==> config.mk <==
export PLATFORM = sky130hd
export DESIGN_NAME = cache_fill_fsm_flat
export DESIGN_NICKNAME = d
export VERILOG_FILES = /design/src/rtl/cache_pkg.sv /design/src/rtl/cache_fill_fsm_if.sv /design/src/rtl/cache_fill_fsm.sv /design/src/flat_wrapper.sv
export SDC_FILE = /design/constraint.sdc
export NUM_CORES = 1
export LEC_CHECK = 0
export CELL_PAD_IN_SITES_DETAIL_PLACEMENT = 0
export CELL_PAD_IN_SITES_GLOBAL_PLACEMENT = 1
export CORE_ASPECT_RATIO = 1.5
export CORE_MARGIN = 1.5
export CORE_UTILIZATION = 31
export CTS_CLUSTER_SIZE = 14
export DETAILED_ROUTE_END_ITERATION = 12
export GPL_TIMING_DRIVEN = 0
export PLACE_DENSITY = 0.85
export SLEW_MARGIN = 15
export SYNTH_ARGS = -nofsm -noshare
export SYNTH_HDL_FRONTEND = slang
export SYNTH_SLANG_ARGS = --single-unit
==> constraint.sdc <==
create_clock -name clk -period 2.15 [get_ports clk]
set_clock_uncertainty 0.1 [all_clocks]
set_input_delay 0.43 -clock clk [delete_from_list [all_inputs] [get_ports clk]]
set_output_delay 0.43 -clock clk [all_outputs]
set_load 0.005 [all_outputs]
==> src/rtl/cache_pkg.sv <==
// Shared types and block geometry for the cache miss-fill controller.
// Imported by the fill FSM and its bus interface.
package cache_pkg;

    typedef enum logic {
        IDLE = 1'b0,
        FILL = 1'b1
    } state_t;

    localparam int WORDS_PER_BLK = 8;
    localparam int BLK_OFFSET_W  = 4;
    localparam int WORD_BYTES    = 2;

endpackage

==> src/rtl/cache_fill_fsm_if.sv <==
// Miss/memory/array-write bundle between the fill controller and the
// cache, main memory and data/tag array write ports.
interface cache_fill_fsm_if
    import cache_pkg::*;
#(
    parameter int ADDR_W = 16,
    parameter int IDX_W  = $clog2(WORDS_PER_BLK)
);
    logic              miss_detected;
    logic [ADDR_W-1:0] miss_address;
    logic              memory_data_valid;
    logic              fsm_busy;
    logic              mem_read_en;
    logic [ADDR_W-1:0] memory_address;
    logic              write_data_array;
    logic [IDX_W-1:0]  word_idx;
    logic              write_tag_array;

    modport master (
        input  miss_detected, miss_address, memory_data_valid,
        output fsm_busy, mem_read_en, memory_address,
        output write_data_array, word_idx, write_tag_array
    );

    modport slave (
        output miss_detected, miss_address, memory_data_valid,
        input  fsm_busy, mem_read_en, memory_address,
        input  write_data_array, word_idx, write_tag_array
    );
endinterface

==> src/rtl/cache_fill_fsm.sv <==
// Cache miss-fill controller: streams one block of words from pipelined
// memory into the data array, then writes the tag alongside the last word.
module cache_fill_fsm
    import cache_pkg::*;
#(
    parameter int ADDR_W = 16,
    parameter int IDX_W  = $clog2(WORDS_PER_BLK)
) (
    input  logic clk,
    input  logic rst_n,
    cache_fill_fsm_if.master bus
);
    localparam int WSH   = $clog2(WORD_BYTES);
    localparam int OFF_W = IDX_W + WSH;
    localparam logic [IDX_W:0]   ISSUE_MAX = (IDX_W+1)'(2**IDX_W);
    localparam logic [IDX_W-1:0] RECV_LAST = '1;

    state_t            state;
    logic [IDX_W:0]    issue_cnt;
    logic [IDX_W-1:0]  recv_cnt;
    logic [ADDR_W-1:0] base_addr;

    logic in_fill;
    logic issue;
    logic recv;
    logic last;

    // Request/return strobes derived from state, counters and memory valid.
    always_comb begin
        in_fill = (state == FILL);
        issue   = in_fill && (issue_cnt < ISSUE_MAX);
        recv    = in_fill && bus.memory_data_valid;
        last    = recv && (recv_cnt == RECV_LAST);

        bus.fsm_busy         = in_fill;
        bus.mem_read_en      = issue;
        bus.write_data_array = recv;
        bus.write_tag_array  = last;
        bus.word_idx         = in_fill ? recv_cnt : '0;
        bus.memory_address   = '0;
        if (in_fill) begin
            bus.memory_address = base_addr |
                (ADDR_W'(issue_cnt[IDX_W-1:0]) << WSH);
        end
    end

    // State, block base and the independent issue/receive counters.
    always_ff @(posedge clk) begin
        if (!rst_n) begin
            state     <= IDLE;
            issue_cnt <= '0;
            recv_cnt  <= '0;
            base_addr <= '0;
        end else begin
            unique case (state)
                IDLE: begin
                    if (bus.miss_detected) begin
                        base_addr <= {bus.miss_address[ADDR_W-1:OFF_W],
                                      OFF_W'(0)};
                        issue_cnt <= '0;
                        recv_cnt  <= '0;
                        state     <= FILL;
                    end
                end
                FILL: begin
                    if (issue) issue_cnt <= issue_cnt + 1'b1;
                    if (recv)  recv_cnt  <= recv_cnt + 1'b1;
                    if (last)  state     <= IDLE;
                end
                default: state <= IDLE;
            endcase
        end
    end

endmodule

==> src/flat_wrapper.sv <==
// flat-port wrapper written by rule: the top's interface ports become plain ports
module cache_fill_fsm_flat import cache_pkg::*;
#(
    parameter int ADDR_W = 16,
    parameter int IDX_W  = $clog2(WORDS_PER_BLK)
)
  (clk, rst_n, bus_miss_detected, bus_miss_address, bus_memory_data_valid, bus_fsm_busy, bus_mem_read_en, bus_memory_address, bus_write_data_array, bus_word_idx, bus_write_tag_array);
  cache_fill_fsm_if #(.ADDR_W(ADDR_W), .IDX_W(IDX_W)) bus_i ();
  input  logic clk;
  input  logic rst_n;
  input wire logic [$bits(bus_i.miss_detected)-1:0] bus_miss_detected;
  input wire logic [$bits(bus_i.miss_address)-1:0] bus_miss_address;
  input wire logic [$bits(bus_i.memory_data_valid)-1:0] bus_memory_data_valid;
  output wire logic [$bits(bus_i.fsm_busy)-1:0] bus_fsm_busy;
  output wire logic [$bits(bus_i.mem_read_en)-1:0] bus_mem_read_en;
  output wire logic [$bits(bus_i.memory_address)-1:0] bus_memory_address;
  output wire logic [$bits(bus_i.write_data_array)-1:0] bus_write_data_array;
  output wire logic [$bits(bus_i.word_idx)-1:0] bus_word_idx;
  output wire logic [$bits(bus_i.write_tag_array)-1:0] bus_write_tag_array;
  assign bus_i.miss_detected = bus_miss_detected;
  assign bus_i.miss_address = bus_miss_address;
  assign bus_i.memory_data_valid = bus_memory_data_valid;
  assign bus_fsm_busy = bus_i.fsm_busy;
  assign bus_mem_read_en = bus_i.mem_read_en;
  assign bus_memory_address = bus_i.memory_address;
  assign bus_write_data_array = bus_i.write_data_array;
  assign bus_word_idx = bus_i.word_idx;
  assign bus_write_tag_array = bus_i.write_tag_array;
  cache_fill_fsm #(.ADDR_W(ADDR_W), .IDX_W(IDX_W)) u_core (.clk(clk), .rst_n(rst_n), .bus(bus_i));
endmodule
==> impl_metrics.toml, run 1 <==
[run_status]
outcome = "finished, final reports clean"

[yosys]
synth_area_leaders = "dfxtp_1 (42%), and2_1 (12%), nand2_1 (11%), a21boi_1 (5.5%), a21boi_0 (3.9%)"
synth_cell_types = 25
syn-instance-count = 115
synthDominantCellAreaShare = 0.4205
synth-seq-cells = 20
yosysSeqAreaShare = 0.4205
synth_area_per_cell_um2 = 8.280
syn_area_um2 = 952.2
synth_top_area_cell = "dfxtp_1"
synth_warnings = 0
synth_fp_nets = 138

[layout]
fin_area_um2 = 1491
most-common-layout-cells = "clkdlybuf4s50_1 (33), nand2_1 (26), and2_1 (18)"
n_antenna_cell = 0
nets = 181
syn_to_final_growth_pct = 56.64
fillers = 292
final_core_util = 0.5120
layout-drive-gt1-share = 0.1146
mostFrequentLayoutCell = "clkdlybuf4s50_1"

[route]
drt_pass1_iterations = 4
vias = 903
drc = 0
drt_iter0_markers = 17
vias_per_cell = 4.607
drtAntennaViolNets = 0
wl_per_cell_um = 12.01
wirelength_um = 2353

[clock_tree]
cts_max_path_buffers = 2
cts-root-buf = "clkbuf_8"
worstSkewPairLatency_ns = 0.26
ctsHoldBuffers = 0
cts_made_buffers = 3
clk_pin_slew_ns = 0.08
cts_tree = "done"
clkSinkCount = 20
cts-htree-levels = 1

[global_routing]
grt_pass1_wl_um = 3926
grt_start_max_net_pins = 13
grt.total_usage = 0.1562
grt_pass1_vias = 884
grt_overflow_total = 0
antenna_found_initial = 0

[sta]
setup_violations = 0
clock.fmax_ghz = 0.4801
slew_viol_final = 0
whs_ns = 0.3500
rsz0062_at_grt = "false"
finalSetupTns_ns = 0
post-route-period-util = 0.9688
hold_viol = 0
period_minus_slack_ns = 2.083

[place]
port_buffers = 37
place_congestion = 0.8016
dp_hpwl_um = 1719
place_area_um2 = 1371

[setup_path]
path_max_fanout = 10
cp.required_ns = 1.62
path_class = "flop to output port"
end_kind = "output port"
r2r_setup_slack_ns = 0.78
crit_path_start_kind = "flop"
critPathArrivalTime_ns = 1.55

[floorplan]
dieArea_um2 = 3420
chipHeight_um = 70.88
die_w_um = 48.25
core_um2 = 2913
rows = 24
io-pin-count = 43
initial_core_util = 0.3269

[pwr]
pwr_density_cell_nw_per_um2 = 608.5
p_leak_uw = 0.0006526
ir_drop_uv = 431.8
power.total_uw = 907.5

[min_path]
hold_class = "flop to flop"

[run]
cap_violations = 0
cells by family (layout without fill, tap and decap cells):
logic type      count (synthesis)  count (layout)  share of synthesized area
flops                          20              20                     0.4205
compound gates                 19              19                     0.1393
buf+inv                        10              52                    0.05781
xor+xnor                        1               1                   0.009200
fa+ha+maj                       3               3                    0.03943
simple gates                   61              61                     0.3298
other cells                     1               1                   0.003938
power breakdown:
group          switching (µW)  total, µW  internal [µW]
sequential               9.45        397            388
clock                     130        379            249
combinational            56.0        131           75.3
critical path, stage by stage, from the launching register on:
cell             delay (ns)
dfxtp_4                0.35
clkbuf_8               0.15
clkbuf_8               0.15
and2_1                 0.14
clkdlybuf4s50_1        0.50
cells in the mapped netlist, drive strengths merged:
cell type,instances
nand2,27
dfxtp,20
and2,18
a21boi,12
o21ai,5
buf,4
clkbuf,4
and3,3
ha,3
nand3,3
inv,2
nand2b,2
nand3b,2
nand4,2
nor2,2
a32o,1
and4b,1
conb,1
nor2b,1
o21a,1
xnor2,1
state kept, by name, summed over array words and instances (netlist names):
register,cells
u_core.base_addr,12
u_core.issue_cnt,4
u_core.recv_cnt,3
u_core.bus.fsm_busy,1
timing repair:
item	in CTS	in global routing
buffers inserted	1	0
setup endpoints to repair	19	3
resized for setup	11	5
per-stage QoR:
stage / setup slack [ns] / std cells
4_1_cts: 0.01604 / 196
5_1_grt: 0.001210 / 196
3_5_place_dp: -0.1159 / 191
2_1_floorplan: 0.6535 / 115
6_report: 0.06716 / 196
3_3_place_gp: -0.08711 / 191
final cells by class:
| cell class | count | area [µm²] | area share |
|---|---|---|---|
| Buffer | 8 | 66.31 | 0.04446 |
| Clock inverter | 1 | 30.03 | 0.02013 |
| Sequential cell | 20 | 406.6 | 0.2727 |
| Timing Repair Buffer | 38 | 384.1 | 0.2576 |
| Inverter | 2 | 7.507 | 0.005034 |
| Clock buffer | 3 | 41.29 | 0.02768 |
| Tap cell | 39 | 48.80 | 0.03272 |
| Multi-Input combinational cell | 85 | 506.7 | 0.3398 |
worst paths after layout:
kind / startpoint / endpoint / cells after the start
worst max-delay path: u_core.bus.fsm_busy$_SDFF_PN0_ / bus_memory_address[10] / 4
worst min-delay path: u_core.base_addr[13]$_SDFFE_PN0P_ / u_core.base_addr[13]$_SDFFE_PN0P_ / 2
worst max register to register: u_core.bus.fsm_busy$_SDFF_PN0_ / u_core.recv_cnt[0]$_SDFFE_PN0P_ / 5
worst min register to register: u_core.base_addr[13]$_SDFFE_PN0P_ / u_core.base_addr[13]$_SDFFE_PN0P_ / 2
layer usage:
metal / part of all wire / wire length, µm / vias to the layer above / track usage
li1: - / - / 459 / -
met1: 0.40 / 931 / 415 / 0.1892
met2: 0.54 / 1275 / 22 / 0.2529
met3: 0.041 / 96 / 7 / 0.02551
met4: 0.021 / 50 / 0 / 0.07508
met5: 0 / 0 / - / 0
(Power assumes the default switching activity.)
==> inputs of run 2 (changes only) <==
- CTS_CLUSTER_DIAMETER: default -> 60
==> results of run 2 <==
The final DEF is identical to that of run 1; final timing and power are the same.
==> inputs of run 3 (changes only) <==
- GPL_ROUTABILITY_DRIVEN: default -> 0
- PLACE_DENSITY: 0.85 -> 0.95
==> run 3 against run 2 <==
Net effect: clock-buffer cell count stayed put; critical endpoint is now bus_write_tag_array; critical path depth unchanged; sequential power increased by 1%; worst hold slack worse by 0.0015 ns; cell area decreased by 3.1%; register-to-register slack better by 0.10 ns.
==> impl_metrics.toml, run 3 (synthesis gave the netlist of run 1 again) <==
[run_status]
outcome = "finished, final reports clean"

[pwr]
power.total_uw = 756.3
clockPowerShare = 0.307
power.internal_uw = 584.7
ir_drop_uv = 371.5
p_sw_uw = 171.6
p_leak_uw = 0.0006336
swShare = 0.2269
p_seq_frac = 0.532
p_comb_frac = 0.161
pwr_density_cell_nw_per_um2 = 523.4

[global_routing]
grtUsageMet2 = 0.2412
grt_start_max_net_pins = 11
grt_util_met3 = 0.01531
antenna_found_initial = 0
grt.total_usage = 0.1443
grt_pass1_vias = 841
grt_busiest_layer = "met2"
grt_overflow_total = 0
grt_util_met1 = 0.1606
grt_pass1_wl_um = 3560

[route]
drc = 0
wirelength_um = 2216
vias = 871
drt_pass1_iterations = 4
vias_per_cell = 4.490
wl_per_cell_um = 11.42
drtAntennaViolNets = 0
drt_iter0_markers = 10

[place]
dp_hpwl_um = 1705
port_buffers = 37
place_area_um2 = 1371
dp_cells = 191

[sta]
period_minus_slack_ns = 2.084
hold_viol = 0
clock.fmax_ghz = 0.4798
post-route-period-util = 0.9695
rsz0062_at_grt = "false"
finalSetupTns_ns = 0
slew_viol_final = 0
setup_violations = 0

[setup_path]
path_max_fanout = 4
end_kind = "output port"
r2r-start = "u_core.bus.fsm_busy$_SDFF_PN0_"
r2r_setup_slack_ns = 0.88
crit_path_start = "u_core.recv_cnt[0]$_SDFFE_PN0P_"
critPathArrivalTime_ns = 1.55
r2r_cells = 4
path_class = "flop to output port"
r2r_end = "u_core.recv_cnt[0]$_SDFFE_PN0P_"
cp.required_ns = 1.62
crit_path_start_kind = "flop"
endpoint = "bus_write_tag_array"

[clock_tree]
clk_pin_slew_ns = 0.07
cts-htree-levels = 1
cts-root-buf = "clkbuf_8"
clkSinkCount = 20
worstSkewPairLatency_ns = 0.25
cts_tree = "done"
cts_made_buffers = 3
cts_max_path_buffers = 2
ctsHoldBuffers = 0

[layout]
mostFrequentLayoutCell = "clkdlybuf4s50_1"
nets = 180
fillers = 299
final_core_util = 0.4961
n_antenna_cell = 0
top_register = "u_core.base_addr"
most-common-layout-cells = "clkdlybuf4s50_1 (33), nand2_1 (26), and2_1 (18)"
largest_reg_flops = 12
layout-drive-gt1-share = 0.09677
syn_to_final_growth_pct = 51.77
top_regs = "u_core.base_addr: 12 flops, u_core.issue_cnt: 4 flops, u_core.recv_cnt: 3 flops"
fin_area_um2 = 1445
final_cells = 194

[floorplan]
core_um2 = 2913
rows = 24
dieArea_um2 = 3420
io-pin-count = 43
initial_core_util = 0.3269
chipHeight_um = 70.88
die_w_um = 48.25

[min_path]
hold_class = "flop to flop"

[run]
cap_violations = 0
-- run 3: changes by cell type in the layout (fill, tap and decap cells not counted) --
cell / before / now
clkbuf_8: 5 / 4
bufinv_16: 1 / 0
ha_2: 1 / 0
ha_1: 2 / 3
-- run 3: worst min path at each step --
| stage | start | to | cells past startpoint | slack [ns] |
|---|---|---|---|---|
| after floorplan | u_core.base_addr[10]$_SDFFE_PN0P_ | u_core.base_addr[10]$_SDFFE_PN0P_ | 2 | 0.33 |
| after global placement | u_core.base_addr[13]$_SDFFE_PN0P_ | u_core.base_addr[13]$_SDFFE_PN0P_ | 2 | 0.34 |
| after detailed placement | u_core.base_addr[12]$_SDFFE_PN0P_ | u_core.base_addr[12]$_SDFFE_PN0P_ | 2 | 0.34 |
| after CTS | u_core.base_addr[12]$_SDFFE_PN0P_ | u_core.base_addr[12]$_SDFFE_PN0P_ | 2 | 0.35 |
| after global routing | u_core.base_addr[10]$_SDFFE_PN0P_ | u_core.base_addr[10]$_SDFFE_PN0P_ | 2 | 0.37 |
| final | u_core.base_addr[12]$_SDFFE_PN0P_ | u_core.base_addr[12]$_SDFFE_PN0P_ | 2 | 0.35 |
-- run 3: repair_timing --
item,CTS,global route
gates resized for setup,10,5
endpoints found under the hold margin,0,0
endpoints found under the setup margin,19,11
buffers inserted,0,1
pin swaps,0,0
-- run 3: through the flow --
stage          setup slack (ns)  hold WS [ns]
2_1_floorplan            0.6535        0.3305
3_3_place_gp           -0.06140        0.3361
3_5_place_dp           -0.09206        0.3427
4_1_cts                 0.01722        0.3519
5_1_grt                0.005847        0.3749
6_report                0.06561        0.3484
-- run 3: layer usage --
layer | wire [µm] | share of wire | up-vias
met5 | 0 | 0 | -
met4 | 42 | 0.019 | 0
met3 | 65 | 0.029 | 2
met2 | 1216 | 0.55 | 18
met1 | 892 | 0.40 | 399
li1 | - | - | 452
-- run 3: area by class of cell --
| cell class | count | area (µm²) | area share |
|---|---|---|---|
| sequential | 20 | 406.6 | 0.2814 |
| buffer | 7 | 52.55 | 0.03636 |
| tap | 39 | 48.80 | 0.03377 |
| multi-input combinational | 85 | 504.2 | 0.3489 |
| timing repair buffer | 38 | 384.1 | 0.2658 |
| clock buffer | 3 | 41.29 | 0.02857 |
| inverter | 2 | 7.507 | 0.005195 |
-- run 3: power by group through the flow --
stage	Combinational [µW]	Sequential, µW	Clock (µW)
final	122	402	232
after floorplan	57.4	405	0
after detailed placement	123	408	0
after CTS	128	400	238
after global routing	136	405	257
after global placement	120	407	0
-- run 3: critical path, cell delays in order, from the launching register on --
cell and delay [ns]:
dfxtp_2 0.35, ha_1 0.15, ha_1 0.14, and3_4 0.18, clkdlybuf4s50_1 0.49
